==> config.mk <==
export PLATFORM = sky130hd
export DESIGN_NAME = projectile_pool
export DESIGN_NICKNAME = d
export VERILOG_FILES = /design/src/rtl/projectile_pool.sv
export SDC_FILE = /design/constraint.sdc
export NUM_CORES = 1
export LEC_CHECK = 0
export ABC_CLOCK_PERIOD_IN_PS = 13700
export CORE_ASPECT_RATIO = 1.4
export CORE_MARGIN = 2
export CORE_UTILIZATION = 56
export CTS_BUF_LIST = sky130_fd_sc_hd__clkbuf_8
export CTS_CLUSTER_SIZE = 28
export DETAILED_ROUTE_END_ITERATION = 7
export HOLD_SLACK_MARGIN = 0.08
export PLACE_DENSITY = 0.89
export SETUP_SLACK_MARGIN = 0.2
export SLEW_MARGIN = 0
export SYNTH_ARGS = -nofsm -noshare
export SYNTH_HDL_FRONTEND = slang
export SYNTH_SLANG_ARGS = --single-unit
==> constraint.sdc <==
create_clock -name clk -period 13.7 [get_ports clk]
set_input_delay 1.37 -clock clk [delete_from_list [all_inputs] [get_ports clk]]
set_output_delay 1.37 -clock clk [all_outputs]
set_load 0.03 [all_outputs]
==> src/rtl/projectile_pool.sv <==
// projectile_pool: N_SLOTS bullets in flight, per-tick movement, bounds kill,
// sequential bullet-vs-enemy scan with kill pulses, saturating score, fire sfx.
// Ports: clk, rst (async, active-high); tick_i movement strobe;
//   fire_valid_i/fire_ready_o + fire_x/y_i, fire_dx/dy_i spawn handshake;
//   enemy_x/y_i, enemy_active_i flattened enemy table (sampled live);
//   slot_active_o, slot_x/y_o bullet state; kill_valid_o/kill_idx_o kill pulse;
//   score_o saturating hits; fire_snd_o fire pulse; tick_overrun_o dropped tick.
// Option: define PROJ_POOL_LIFETIME_EN to expire bullets after LIFETIME moves.
module projectile_pool #(
  parameter int N_SLOTS   = 4,
  parameter int N_ENEMIES = 10,
  parameter int COORD_W   = 10,
  parameter int VEL_W     = 6,
  parameter int SCREEN_W  = 640,
  parameter int SCREEN_H  = 480,
  parameter int MARGIN    = 5,
  parameter int BULLET_W  = 5,
  parameter int BULLET_H  = 10,
  parameter int ENEMY_SZ  = 20,
  parameter int SCORE_MAX = 99
`ifdef PROJ_POOL_LIFETIME_EN
  ,
  parameter int LIFETIME  = 64
`endif
) (
  input  logic                           clk,
  input  logic                           rst,
  input  logic                           tick_i,
  input  logic                           fire_valid_i,
  output logic                           fire_ready_o,
  input  logic [COORD_W-1:0]             fire_x_i,
  input  logic [COORD_W-1:0]             fire_y_i,
  input  logic [VEL_W-1:0]               fire_dx_i,
  input  logic [VEL_W-1:0]               fire_dy_i,
  input  logic [N_ENEMIES*COORD_W-1:0]   enemy_x_i,
  input  logic [N_ENEMIES*COORD_W-1:0]   enemy_y_i,
  input  logic [N_ENEMIES-1:0]           enemy_active_i,
  output logic [N_SLOTS-1:0]             slot_active_o,
  output logic [N_SLOTS*COORD_W-1:0]     slot_x_o,
  output logic [N_SLOTS*COORD_W-1:0]     slot_y_o,
  output logic                           kill_valid_o,
  output logic [$clog2(N_ENEMIES)-1:0]   kill_idx_o,
  output logic [7:0]                     score_o,
  output logic                           fire_snd_o,
  output logic                           tick_overrun_o
);

  localparam int SW = (N_SLOTS > 1) ? $clog2(N_SLOTS) : 1;
  localparam int EW = $clog2(N_ENEMIES);
  localparam logic [SW-1:0] SLAST = SW'(N_SLOTS - 1);
  localparam logic [EW-1:0] ELAST = EW'(N_ENEMIES - 1);
  localparam logic [COORD_W-1:0] XLO = COORD_W'(MARGIN);
  localparam logic [COORD_W-1:0] XHI = COORD_W'(SCREEN_W - MARGIN);
  localparam logic [COORD_W-1:0] YLO = COORD_W'(MARGIN);
  localparam logic [COORD_W-1:0] YHI = COORD_W'(SCREEN_H - MARGIN);
  localparam logic [COORD_W:0] BW  = (COORD_W + 1)'(BULLET_W);
  localparam logic [COORD_W:0] BH  = (COORD_W + 1)'(BULLET_H);
  localparam logic [COORD_W:0] ESZ = (COORD_W + 1)'(ENEMY_SZ);
  localparam logic [7:0] SMAX = 8'(SCORE_MAX);

  typedef enum logic [1:0] {IDLE, MOVE, SCAN} state_e;

  state_e               state_q, state_d;
  logic [N_SLOTS-1:0]   act_q, act_d;
  logic [COORD_W-1:0]   x_q [N_SLOTS];
  logic [COORD_W-1:0]   x_d [N_SLOTS];
  logic [COORD_W-1:0]   y_q [N_SLOTS];
  logic [COORD_W-1:0]   y_d [N_SLOTS];
  logic [VEL_W-1:0]     dx_q [N_SLOTS];
  logic [VEL_W-1:0]     dx_d [N_SLOTS];
  logic [VEL_W-1:0]     dy_q [N_SLOTS];
  logic [VEL_W-1:0]     dy_d [N_SLOTS];
  logic                 pend_q, pend_d;
  logic [SW-1:0]        s_q, s_d;
  logic [EW-1:0]        e_q, e_d;
  logic [N_ENEMIES-1:0] mask_q, mask_d;
  logic [7:0]           score_q, score_d;
  logic                 kv_q, kv_d;
  logic [EW-1:0]        ki_q, ki_d;
  logic                 snd_q, snd_d;
  logic                 ovr_q, ovr_d;

`ifdef PROJ_POOL_LIFETIME_EN
  localparam int LW = $clog2(LIFETIME + 1);
  logic [LW-1:0] life_q [N_SLOTS];
  logic [LW-1:0] life_d [N_SLOTS];
`endif

  logic                 fire_ready;
  logic [SW-1:0]        free_idx;
  logic [N_SLOTS-1:0]   keep_w;
  logic [COORD_W:0]     bx, by, ex, ey;
  logic                 hit;

  function automatic logic [COORD_W-1:0] sext(input logic [VEL_W-1:0] v);
    return {{(COORD_W - VEL_W){v[VEL_W-1]}}, v};
  endfunction

  assign fire_ready = (state_q == IDLE) && !(&act_q);

  always_comb begin
    free_idx = '0;
    for (int i = N_SLOTS - 1; i >= 0; i--) begin
      if (!act_q[i]) free_idx = SW'(i);
    end
  end

  // A slot survives MOVE only while inside the live region
  always_comb begin
    for (int i = 0; i < N_SLOTS; i++) begin
`ifdef PROJ_POOL_LIFETIME_EN
      keep_w[i] = x_q[i] >= XLO && x_q[i] <= XHI &&
                  y_q[i] >= YLO && y_q[i] <= YHI &&
                  life_q[i] != '0;
`else
      keep_w[i] = x_q[i] >= XLO && x_q[i] <= XHI &&
                  y_q[i] >= YLO && y_q[i] <= YHI;
`endif
    end
  end

  // One extra bit so box edges near the screen limit cannot wrap
  assign bx = {1'b0, x_q[s_q]};
  assign by = {1'b0, y_q[s_q]};
  assign ex = {1'b0, enemy_x_i[e_q*COORD_W +: COORD_W]};
  assign ey = {1'b0, enemy_y_i[e_q*COORD_W +: COORD_W]};

  assign hit = (state_q == SCAN) && act_q[s_q] &&
               enemy_active_i[e_q] && !mask_q[e_q] &&
               (bx + BW >= ex) && (bx < ex + ESZ) &&
               (by + BH >= ey) && (by < ey + ESZ);

  always_comb begin
    state_d = state_q;
    act_d   = act_q;
    x_d     = x_q;
    y_d     = y_q;
    dx_d    = dx_q;
    dy_d    = dy_q;
    pend_d  = pend_q;
    s_d     = s_q;
    e_d     = e_q;
    mask_d  = mask_q;
    score_d = score_q;
    kv_d    = 1'b0;
    ki_d    = ki_q;
    snd_d   = 1'b0;
    ovr_d   = 1'b0;
`ifdef PROJ_POOL_LIFETIME_EN
    life_d  = life_q;
`endif
    unique case (state_q)
      IDLE: begin
        // zero velocity is consumed without taking a slot
        if (fire_valid_i && fire_ready &&
            (fire_dx_i != '0 || fire_dy_i != '0)) begin
          act_d[free_idx] = 1'b1;
          x_d[free_idx]   = fire_x_i;
          y_d[free_idx]   = fire_y_i;
          dx_d[free_idx]  = fire_dx_i;
          dy_d[free_idx]  = fire_dy_i;
          snd_d           = 1'b1;
`ifdef PROJ_POOL_LIFETIME_EN
          life_d[free_idx] = LW'(LIFETIME);
`endif
        end
        if (tick_i || pend_q) begin
          state_d = MOVE;
          pend_d  = 1'b0;
        end
      end
      MOVE: begin
        for (int i = 0; i < N_SLOTS; i++) begin
          if (act_q[i]) begin
            if (keep_w[i]) begin
              x_d[i] = x_q[i] + sext(dx_q[i]);
              y_d[i] = y_q[i] + sext(dy_q[i]);
`ifdef PROJ_POOL_LIFETIME_EN
              life_d[i] = life_q[i] - 1'b1;
`endif
            end else begin
              act_d[i] = 1'b0;
            end
          end
        end
        mask_d  = '0;
        s_d     = '0;
        e_d     = '0;
        state_d = SCAN;
      end
      SCAN: begin
        if (hit) begin
          act_d[s_q]  = 1'b0;
          mask_d[e_q] = 1'b1;
          kv_d        = 1'b1;
          ki_d        = e_q;
          if (score_q != SMAX) score_d = score_q + 8'd1;
          // a dead bullet has nothing left to hit
          s_d = s_q + 1'b1;
          e_d = '0;
          if (s_q == SLAST) state_d = IDLE;
        end else if (e_q == ELAST) begin
          s_d = s_q + 1'b1;
          e_d = '0;
          if (s_q == SLAST) state_d = IDLE;
        end else begin
          e_d = e_q + 1'b1;
        end
      end
      default: state_d = IDLE;
    endcase
    // only one deferred tick is held; further ones are dropped
    if (state_q != IDLE && tick_i) begin
      if (pend_q) ovr_d = 1'b1;
      else        pend_d = 1'b1;
    end
  end

  always_ff @(posedge clk or posedge rst) begin
    if (rst) begin
      state_q <= IDLE;
      act_q   <= '0;
      for (int i = 0; i < N_SLOTS; i++) begin
        x_q[i]  <= '0;
        y_q[i]  <= '0;
        dx_q[i] <= '0;
        dy_q[i] <= '0;
`ifdef PROJ_POOL_LIFETIME_EN
        life_q[i] <= '0;
`endif
      end
      pend_q  <= 1'b0;
      s_q     <= '0;
      e_q     <= '0;
      mask_q  <= '0;
      score_q <= '0;
      kv_q    <= 1'b0;
      ki_q    <= '0;
      snd_q   <= 1'b0;
      ovr_q   <= 1'b0;
    end else begin
      state_q <= state_d;
      act_q   <= act_d;
      x_q     <= x_d;
      y_q     <= y_d;
      dx_q    <= dx_d;
      dy_q    <= dy_d;
`ifdef PROJ_POOL_LIFETIME_EN
      life_q  <= life_d;
`endif
      pend_q  <= pend_d;
      s_q     <= s_d;
      e_q     <= e_d;
      mask_q  <= mask_d;
      score_q <= score_d;
      kv_q    <= kv_d;
      ki_q    <= ki_d;
      snd_q   <= snd_d;
      ovr_q   <= ovr_d;
    end
  end

  assign fire_ready_o   = fire_ready;
  assign slot_active_o  = act_q;
  assign kill_valid_o   = kv_q;
  assign kill_idx_o     = ki_q;
  assign score_o        = score_q;
  assign fire_snd_o     = snd_q;
  assign tick_overrun_o = ovr_q;

  for (genvar g = 0; g < N_SLOTS; g++) begin : g_out
    assign slot_x_o[g*COORD_W +: COORD_W] = x_q[g];
    assign slot_y_o[g*COORD_W +: COORD_W] = y_q[g];
  end

endmodule

### Word-level counts from Yosys, hierarchy flattened

Cells that the tools add are included.

| storage, ports and cells | value |
|---|---|
| word-level logic and storage cells | 231 |
| bits in registers | 166 |
| output and inout port bits | 100 |
| bits of input ports | 246 |

| operators by class | value |
|---|---|
| multipliers | 1 |
| shift-type cells | 2 |
| bitwise gates (word level) | 6 |
| reduce and logical (&&, ||, !) cells | 50 |
| mux-type cells | 84 |
| equality and inequality tests | 17 |
| magnitude comparators | 29 |
| $add $sub $neg | 15 |

Operator list:

| operator | number |
|---|---|
| 10-bit 2-to-1 mux | 22 |
| 100-bit by 9-bit indexed part select with 10-bit output | 2 |
| 40-bit one-hot mux with 2 select lines | 2 |
| 10-bit adder | 8 |
| 40-bit bitwise mux | 2 |
| 10-bit by 3-bit greater-or-equal comparator with 1-bit output (second input constant) | 8 |
| 40-bit 2-to-1 mux | 2 |
| 24-bit bitwise mux | 2 |
| 10-bit binary-select mux with 2-bit select | 2 |
| 10-bit <= comparator (second input constant) | 4 |
| 10-bit by 9-bit <= comparator with 1-bit output (second input constant) | 4 |
| 1-bit logical AND | 27 |
| 1-bit 2-to-1 mux | 24 |
| 10-bit by 5-bit adder with 11-bit output (second input constant) | 2 |
| 11-bit by 10-bit greater-or-equal comparator with 1-bit output | 2 |
| 10-bit by 11-bit less-than comparator with 1-bit output | 2 |
| 10-bit demux with 2-bit select | 1 |
| 2-bit 2-to-1 mux | 10 |
| 10-bit one-hot mux with 2 select lines | 1 |
| 4-bit AND reduction | 5 |
| 2-bit != test (second input constant) | 9 |
| 4-bit 2-to-1 mux | 4 |
| 6-bit demux with 2-bit select | 1 |
| 4-bit one-hot mux with 3 select lines | 1 |
| other kinds (39) | 57 |

### Depth between registers and ports, before layout

Gate-level depths: netlist (run 1).

| logic depth | value |
|---|---|
| depth after elaboration | 12 |
| depth in mapped cells | 24 |
| depth with buffers taken out | 16 |

### Least setup slack after synthesis (run 1)

OpenSTA, ideal clock, no wires.

| timing | value |
|---|---|
| path type | register to register |
| from | register e_q[0] |
| to | register ki_q[0], in the netlist kill_idx_o[0] |
| clock period less this slack | 4.961 ns |
| library setup time | 0.128 ns |
| buffers on the path | 8 |
| data arrival time | 4.834 ns |
| stages on the path, launching flop included | 22 |
| setup slack | 8.739 ns |
| data required time | 13.572 ns |
| cells stage by stage | dfrtp_1 buf_4 buf_6 buf_6 buf_2 buf_2 buf_2 mux4_2 mux2i_1 o21ai_0 a21oi_1 xnor2_1 ha_1 a21o_1 a211o_1 o221ai_1 a21oi_1 a2111oi_4 and2_1 buf_6 buf_6 mux2_1 |

| between the ends | value |
|---|---|
| cells in the longest elaborated chain, start to end | 9 |
| elaborated cells on any way between the ends | 21 |
| classes of those cells | 2 x add/sub; 1 x mul; 4 x order compare; 2 x shift; 4 x mux; 8 x reduce/logical |

Ends and longest elaborated chain:

| element | line | RTL |
|---|---|---|
| from (decl) | 75 | `logic [EW-1:0] e_q, e_d;` |
| from (signal assigned) | 234 | `e_q <= '0;` |
| from (signal assigned) | 253 | `e_q <= e_d;` |
| branches (longest 9 deep; another with 10-bit by 5-bit adder with 11-bit output) | -- |  |
| to (signal assigned) | 257 | `ki_q <= ki_d;` |
| to (decl) | 79 | `logic [EW-1:0] ki_q, ki_d;` |

Several ways; the timed one is not identified. The select of a mux whose other input is x is not followed.
A chain may end at the register's enable or synchronous reset.

### Worst setup path in the final report (run 1)

| timing | value |
|---|---|
| from | register e_q[0] |
| to | register score_q[1], in the netlist score_o[1] |

| between the ends | value |
|---|---|
| cells in the longest elaborated chain, start to end | 9 |
| elaborated cells on any way between the ends | 21 |
| classes of those cells | 2 x add/sub; 1 x mul; 4 x order compare; 2 x shift; 4 x mux; 8 x reduce/logical |

Ends and longest elaborated chain:

| element | line | RTL |
|---|---|---|
| branches (longest 7 deep; another with 10-bit by 5-bit adder with 11-bit output) | -- |  |
| 1-bit logical AND * | 131 | `(by + BH >= ey) && (by < ey + ESZ);` |
| 3-bit AND reduction (no source line) * | -- |  |
| to (signal assigned) | 255 | `score_q <= score_d;` |
| to (decl) | 77 | `logic [7:0] score_q, score_d;` |

Every way passes the cells marked *. The select of a mux whose other input is x is not followed.

==> impl_metrics.toml, run 1 <==
[global_routing]
grt_pass1_wl_um = 77200
grt_util_met1_pct = 43.3
grt_pass1_vias = 13866
grt_use_total_pct = 39.1
grt_use_met2_pct = 64.2
antenna_found_initial = 2
overflow = 0
grt.busiest_layer = "met2"
use_met3_pct = 10.6
grt_max_degree = 96

[synthesis]
netlist_instances = 1496
seq_area_frac_synth_pct = 29.7
syn_area_um2 = 14000
synth_cell_types = 74
async_reset_ff_share_pct = 100
synth_ff_type = "dfrtp_1"
synth_seq_cells = 166
synth_nets = 1874
synth-edff-count = 0
postSynthAreaPerCell_um2 = 9.36
yosys_warnings = 0

[timing]
tns_ns = 0
slew_headroom_pct = 26.5
worst_slew_pin_slew_ns = 1.10
period_share_pct = 43.6
min_period_ns = 5.97
clock_skew_ns = 0.0146
grt_setup_unrepaired = "no"
clock.fmax_ghz = 0.168
slew_viol_final = 0
setup_violations = 0
finalHoldViolCount = 0

[floorplan]
die_x_um = 138
initial_core_util_pct = 56.9
core_um2 = 24600
die_y_um = 191
die_area_um2 = 26300
pin_count = 346
fp-row-count = 68

[final_layout]
final_cell_mix = "345 x clkdlybuf4s50_1, 164 x dfrtp_1, 136 x o21ai_0, 123 x ha_1, 122 x nand2_1"
area_delta_synth_final_pct = 28.8
final_common_cell = "clkdlybuf4s50_1"
drive_above_1_share_pct = 9.18
n_antenna_cell = 0
fin_nets = 2174
fin_cells = 2124

[detailed_routing]
drc = 0
wl_per_cell_um = 24.3
antenna_left = 0
viasPerCell = 6.58
routed_wl_um = 51700
drt_first_pass_iters = 6
drtIter0Drc = 1278
vias = 13977

[critical_path]
path_cells = "buf_4 -> mux4_2 -> nand2_1 -> nand3_1 -> a21oi_1 -> xnor2_1 -> ha_1 -> a21o_1 -> a211o_1 -> o221ai_1 -> a21oi_1 -> a2111oi_4 -> and2_1 -> nand2_1 -> mux2_1"
critical-path-max-stage-delay_ns = 0.85
startpoint_type = "register"
arrival_ns = 6.33
timing.critical_path.required_ns = 14.07
critPathBufInv = 1
end_kind = "register"
crit_slowest_cell = "dfrtp_4"
crit_fanout = 39
critPathKind = "reg -> reg"
path_delay_family = "compound AO/OA/AOI/OAI gates"

[placed_design]
port_buffers = 345
gp_congestion = 0.991
placed_cells = 2092
place_hpwl_um = 38700

[clocking]
clk_latency_ns = 0.49
cts_resized = 0
cts_buffers = 17
cts-root-buf = "clkbuf_8"
path_clk_slew_ns = 0.10
cts_sinks = 166
cts_tree = "built"
htree_levels = 4
ctsHoldBuffers = 0
cts_buffer_depth = 2
cts_setup_buffers = 0

[outcome]
status = "complete, no violations"

[power]
p_leak_nw = 7.54
ir_worst_vdd_uv = 168
p_per_area_nw_per_um2 = 219

[min_path]
hp-class = "reg -> reg"

[flow_run]
timing.max_cap.violations = 0
stage by stage:
step                      setup WS, ns  util [%]  power (mW)  hold slack, ns  area (µm²)
after floorplan                   7.84         -        2.66           0.462       14000
after global placement            7.74      71.8        3.40           0.477       17700
after detailed placement          7.58      71.8        3.51           0.487       17700
after CTS                         7.78      73.3        3.88           0.508       18000
after global routing              7.38      73.3        4.19           0.530       18000
final                             7.73      73.3        3.94           0.506       18000
cells in the mapped netlist, drive strengths merged (46+ instances only):
master    n  area share, %
inv      98            2.6
mux2     46            3.7
ha      124             11
a21oi    71            2.5
nand2   122            3.3
clkbuf   50            1.3
a22oi    56            3.0
dfrtp   166             30
nor2     89            2.4
xnor2    59            3.7
o21ai   139            5.0
mux4     52            8.4
flip-flops by register name, indices dropped and copies added (netlist names), 2 cells and up:
| signal | count |
|---|---|
| mask_q | 10 |
| slot_x_o | 40 |
| state_q | 2 |
| kill_idx_o | 4 |
| s_q | 2 |
| dy_q | 24 |
| slot_y_o | 40 |
| e_q | 4 |
| dx_q | 24 |
| score_o | 8 |
| slot_active_o | 4 |
worst paths after layout:
| kind | startpoint | endpoint | slack, ns | depth (start not counted) |
|---|---|---|---|---|
| hold / removal | mask_q[9]$_DFFE_PP0P_ | mask_q[9]$_DFFE_PP0P_ | 0.51 | 2 |
| hold reg to reg | mask_q[9]$_DFFE_PP0P_ | mask_q[9]$_DFFE_PP0P_ | 0.51 | 2 |
| min in group asynchronous | rst | slot_y_o[5]$_DFFE_PP0P_ | 1.39 | 2 |
| setup reg to reg | e_q[0]$_DFFE_PP0N_ | score_o[1]$_DFFE_PP0P_ | 7.73 | 15 |
| max in group asynchronous | rst | e_q[0]$_DFFE_PP0N_ | 10.70 | 3 |
| setup / recovery | e_q[0]$_DFFE_PP0N_ | score_o[1]$_DFFE_PP0P_ | 7.73 | 15 |
metal layers:
layer  part of all wire (%)  vias up
met5                  0.048        -
met4                    8.2        4
met3                     12      268
met2                     47      933
met1                     33     6651
li1                       -     6121
logic make-up (layout without fill, tap and decap cells):
logic type                 after synthesis  after routing  share of synthesized area [%]
adders and majority gates              132            132                           12.2
and+or+nand+nor                        370            370                           12.6
muxes                                  137            137                           14.9
buffers and inverters                  177            490                           5.30
AOI/OAI and AO/OA                      430            430                           20.1
DFF                                    166            166                           29.7
xor gates and xnor gates                84             84                           5.26
cell type report:
type | instances | area, µm²
Clock inverter | 15 | 144
Sequential cell | 166 | 4160
Inverter | 99 | 377
Multi-Input combinational cell | 1153 | 9170
Timing Repair Buffer | 359 | 3560
Tap cell | 315 | 394
Fill cell | 1769 | 6560
Clock buffer | 17 | 234
power breakdown:
part	leakage (nW)	switching, mW	internal [mW]
Combinational	5.20	1.48	1.13
Sequential	2.15	0.305	0.670
Clock	0.186	0.210	0.148
Total	7.54	1.99	1.95
worst reg2reg max path, stage by stage (launching register included):
cell and delay (ns):
dfrtp_4 0.85, buf_4 0.67, mux4_2 0.70, nand2_1 0.10
nand3_1 0.22, a21oi_1 0.33, xnor2_1 0.17, ha_1 0.26
a21o_1 0.19, a211o_1 0.28, o221ai_1 0.16, a21oi_1 0.13
a2111oi_4 0.40, and2_1 0.79, nand2_1 0.24, mux2_1 0.38
No activity file was read; power rests on OpenSTA's default activity.
==> run 2, diff against run 1 <==
- ABC_CLOCK_PERIOD_IN_PS: 13700 -> 6050
- CORE_UTILIZATION: 56 -> 52
- PLACE_DENSITY: 0.89 -> 0.84
- clock period: 13.7 -> 6.05 ns (I/O delays scaled with it)
==> impl_metrics.toml, run 2 (synthesis results as in run 1) <==
[final_layout]
fin_nets = 2181
area_delta_synth_final_pct = 29.7
final_cell_mix = "345 x clkdlybuf4s50_1, 164 x dfrtp_1, 136 x o21ai_0, 123 x ha_1, 122 x nand2_1"
final_common_cell = "clkdlybuf4s50_1"
drive_above_1_share_pct = 9.64

[global_routing]
overflow = 0
grt_max_degree = 102
grt_pass1_wl_um = 78600
grt_pass1_vias = 13819
antenna_found_initial = 10
grt_use_total_pct = 37.0

[clocking]
cts_sinks = 166
cts_resized = 0
cts_buffer_depth = 2
cts_buffers = 17
htree_levels = 4
cts_tree = "built"
cts-root-buf = "clkbuf_8"
ctsHoldBuffers = 0
path_clk_slew_ns = 0.10
clk_latency_ns = 0.49
cts_setup_buffers = 0

[timing]
min_period_ns = 5.29
setup_slack_ns = 0.756
slew_headroom_pct = 26.7
clock_skew_ns = 0.0110
setup_violations = 0
slew_viol_final = 0
worst_slew_pin_slew_ns = 1.10
finalHoldViolCount = 0
clock.fmax_ghz = 0.189
grt_setup_unrepaired = "no"
tns_ns = 0
period_share_pct = 87.5

[critical_path]
crit_fanout = 45
end_kind = "register"
cp_common_cell = "ha_1"
crit_slowest_cell = "nor4b_4"
critPathKind = "reg -> reg"
arrival_ns = 5.68
critPathBufInv = 2
path_delay_family = "compound AO/OA/AOI/OAI gates"
critical-path-max-stage-delay_ns = 0.80
startpoint_type = "register"
timing.critical_path.required_ns = 6.43
path_cells = "nor4b_4 -> a22oi_1 -> o21ai_0 -> ha_1 -> inv_1 -> a2111oi_0 -> xnor2_1 -> ha_1 -> a211oi_1 -> a211o_1 -> and2_1 -> buf_4 -> mux2_2"

[detailed_routing]
antenna_left = 0
vias = 13913
drtIter0Drc = 1262
routed_wl_um = 52800
wl_per_cell_um = 24.6
wl_met1_um = 17800
highest_layer = "met5"
drc = 0
routed-wl-met2_um = 25200
viasPerCell = 6.47
drt_first_pass_iters = 5
wl_met3_um = 5690

[power]
ir_worst_vdd_uv = 385
p_per_area_nw_per_um2 = 492
p_leak_nw = 7.59
power_mw = 8.93

[min_path]
hp-class = "reg -> reg"

[placed_design]
place_hpwl_um = 40300
gp_congestion = 0.997
port_buffers = 345
place_ws_ns = 0.707

[floorplan]
die_y_um = 198
initial_core_util_pct = 52.5
die_x_um = 143
fp-row-count = 71
core_um2 = 26700
die_area_um2 = 28300
pin_count = 346

[flow_run]
timing.max_cap.violations = 0

[outcome]
status = "complete, no violations"
-- run 2: final cells by class --
type                            count  area, µm²
Multi-Input combinational cell   1153       9170
Fill cell                        2095       8500
Sequential cell                   166       4160
Timing Repair Buffer              366       3610
Tap cell                          328        410
Inverter                           99        377
Clock buffer                       18        248
Clock inverter                     14        164
Antenna cell                        8       20.0
-- run 2: metal layers --
metal / up-vias / global-route usage [%]
li1: 6156 / -
met3: 249 / 11.0
met5: - / 0
met4: 6 / 25.6
met2: 866 / 62.1
met1: 6636 / 39.8
-- run 2: worst paths after layout --
| kind | start | end | slack, ns | cells past startpoint |
|---|---|---|---|---|
| worst min-delay path | kill_idx_o[3]$_DFFE_PP0P_ | kill_idx_o[3]$_DFFE_PP0P_ | 0.49 | 1 |
| worst min register to register | kill_idx_o[3]$_DFFE_PP0P_ | kill_idx_o[3]$_DFFE_PP0P_ | 0.49 | 1 |
| max in group asynchronous | rst | dy_q[4]$_DFFE_PP0P_ | 4.15 | 3 |
| min in group asynchronous | rst | dy_q[21]$_DFFE_PP0P_ | 0.67 | 2 |
| worst max-delay path | e_q[0]$_DFFE_PP0N_ | kill_idx_o[2]$_DFFE_PP0P_ | 0.76 | 13 |
| worst max register to register | e_q[0]$_DFFE_PP0N_ | kill_idx_o[2]$_DFFE_PP0P_ | 0.76 | 13 |
-- run 2: per-stage QoR --
stage / instances / area (µm²) / util (%) / hold slack (ns)
2_1_floorplan: 1496 / 14000 / - / 0.462
3_3_place_gp: 2112 / 17700 / 66.5 / 0.471
6_report: 2152 / 18200 / 68.1 / 0.493
5_1_grt: 2147 / 18100 / 68.1 / 0.517
3_5_place_dp: 2112 / 17700 / 66.5 / 0.474
4_1_cts: 2144 / 18100 / 68.0 / 0.496
-- run 2: where the power goes --
| part | leakage, nW | internal [mW] | switching [mW] | total [mW] |
|---|---|---|---|---|
| clock | 0.200 | 0.389 | 0.472 | 0.861 |
| sequential | 2.15 | 1.52 | 0.710 | 2.23 |
| combinational | 5.24 | 2.56 | 3.29 | 5.84 |
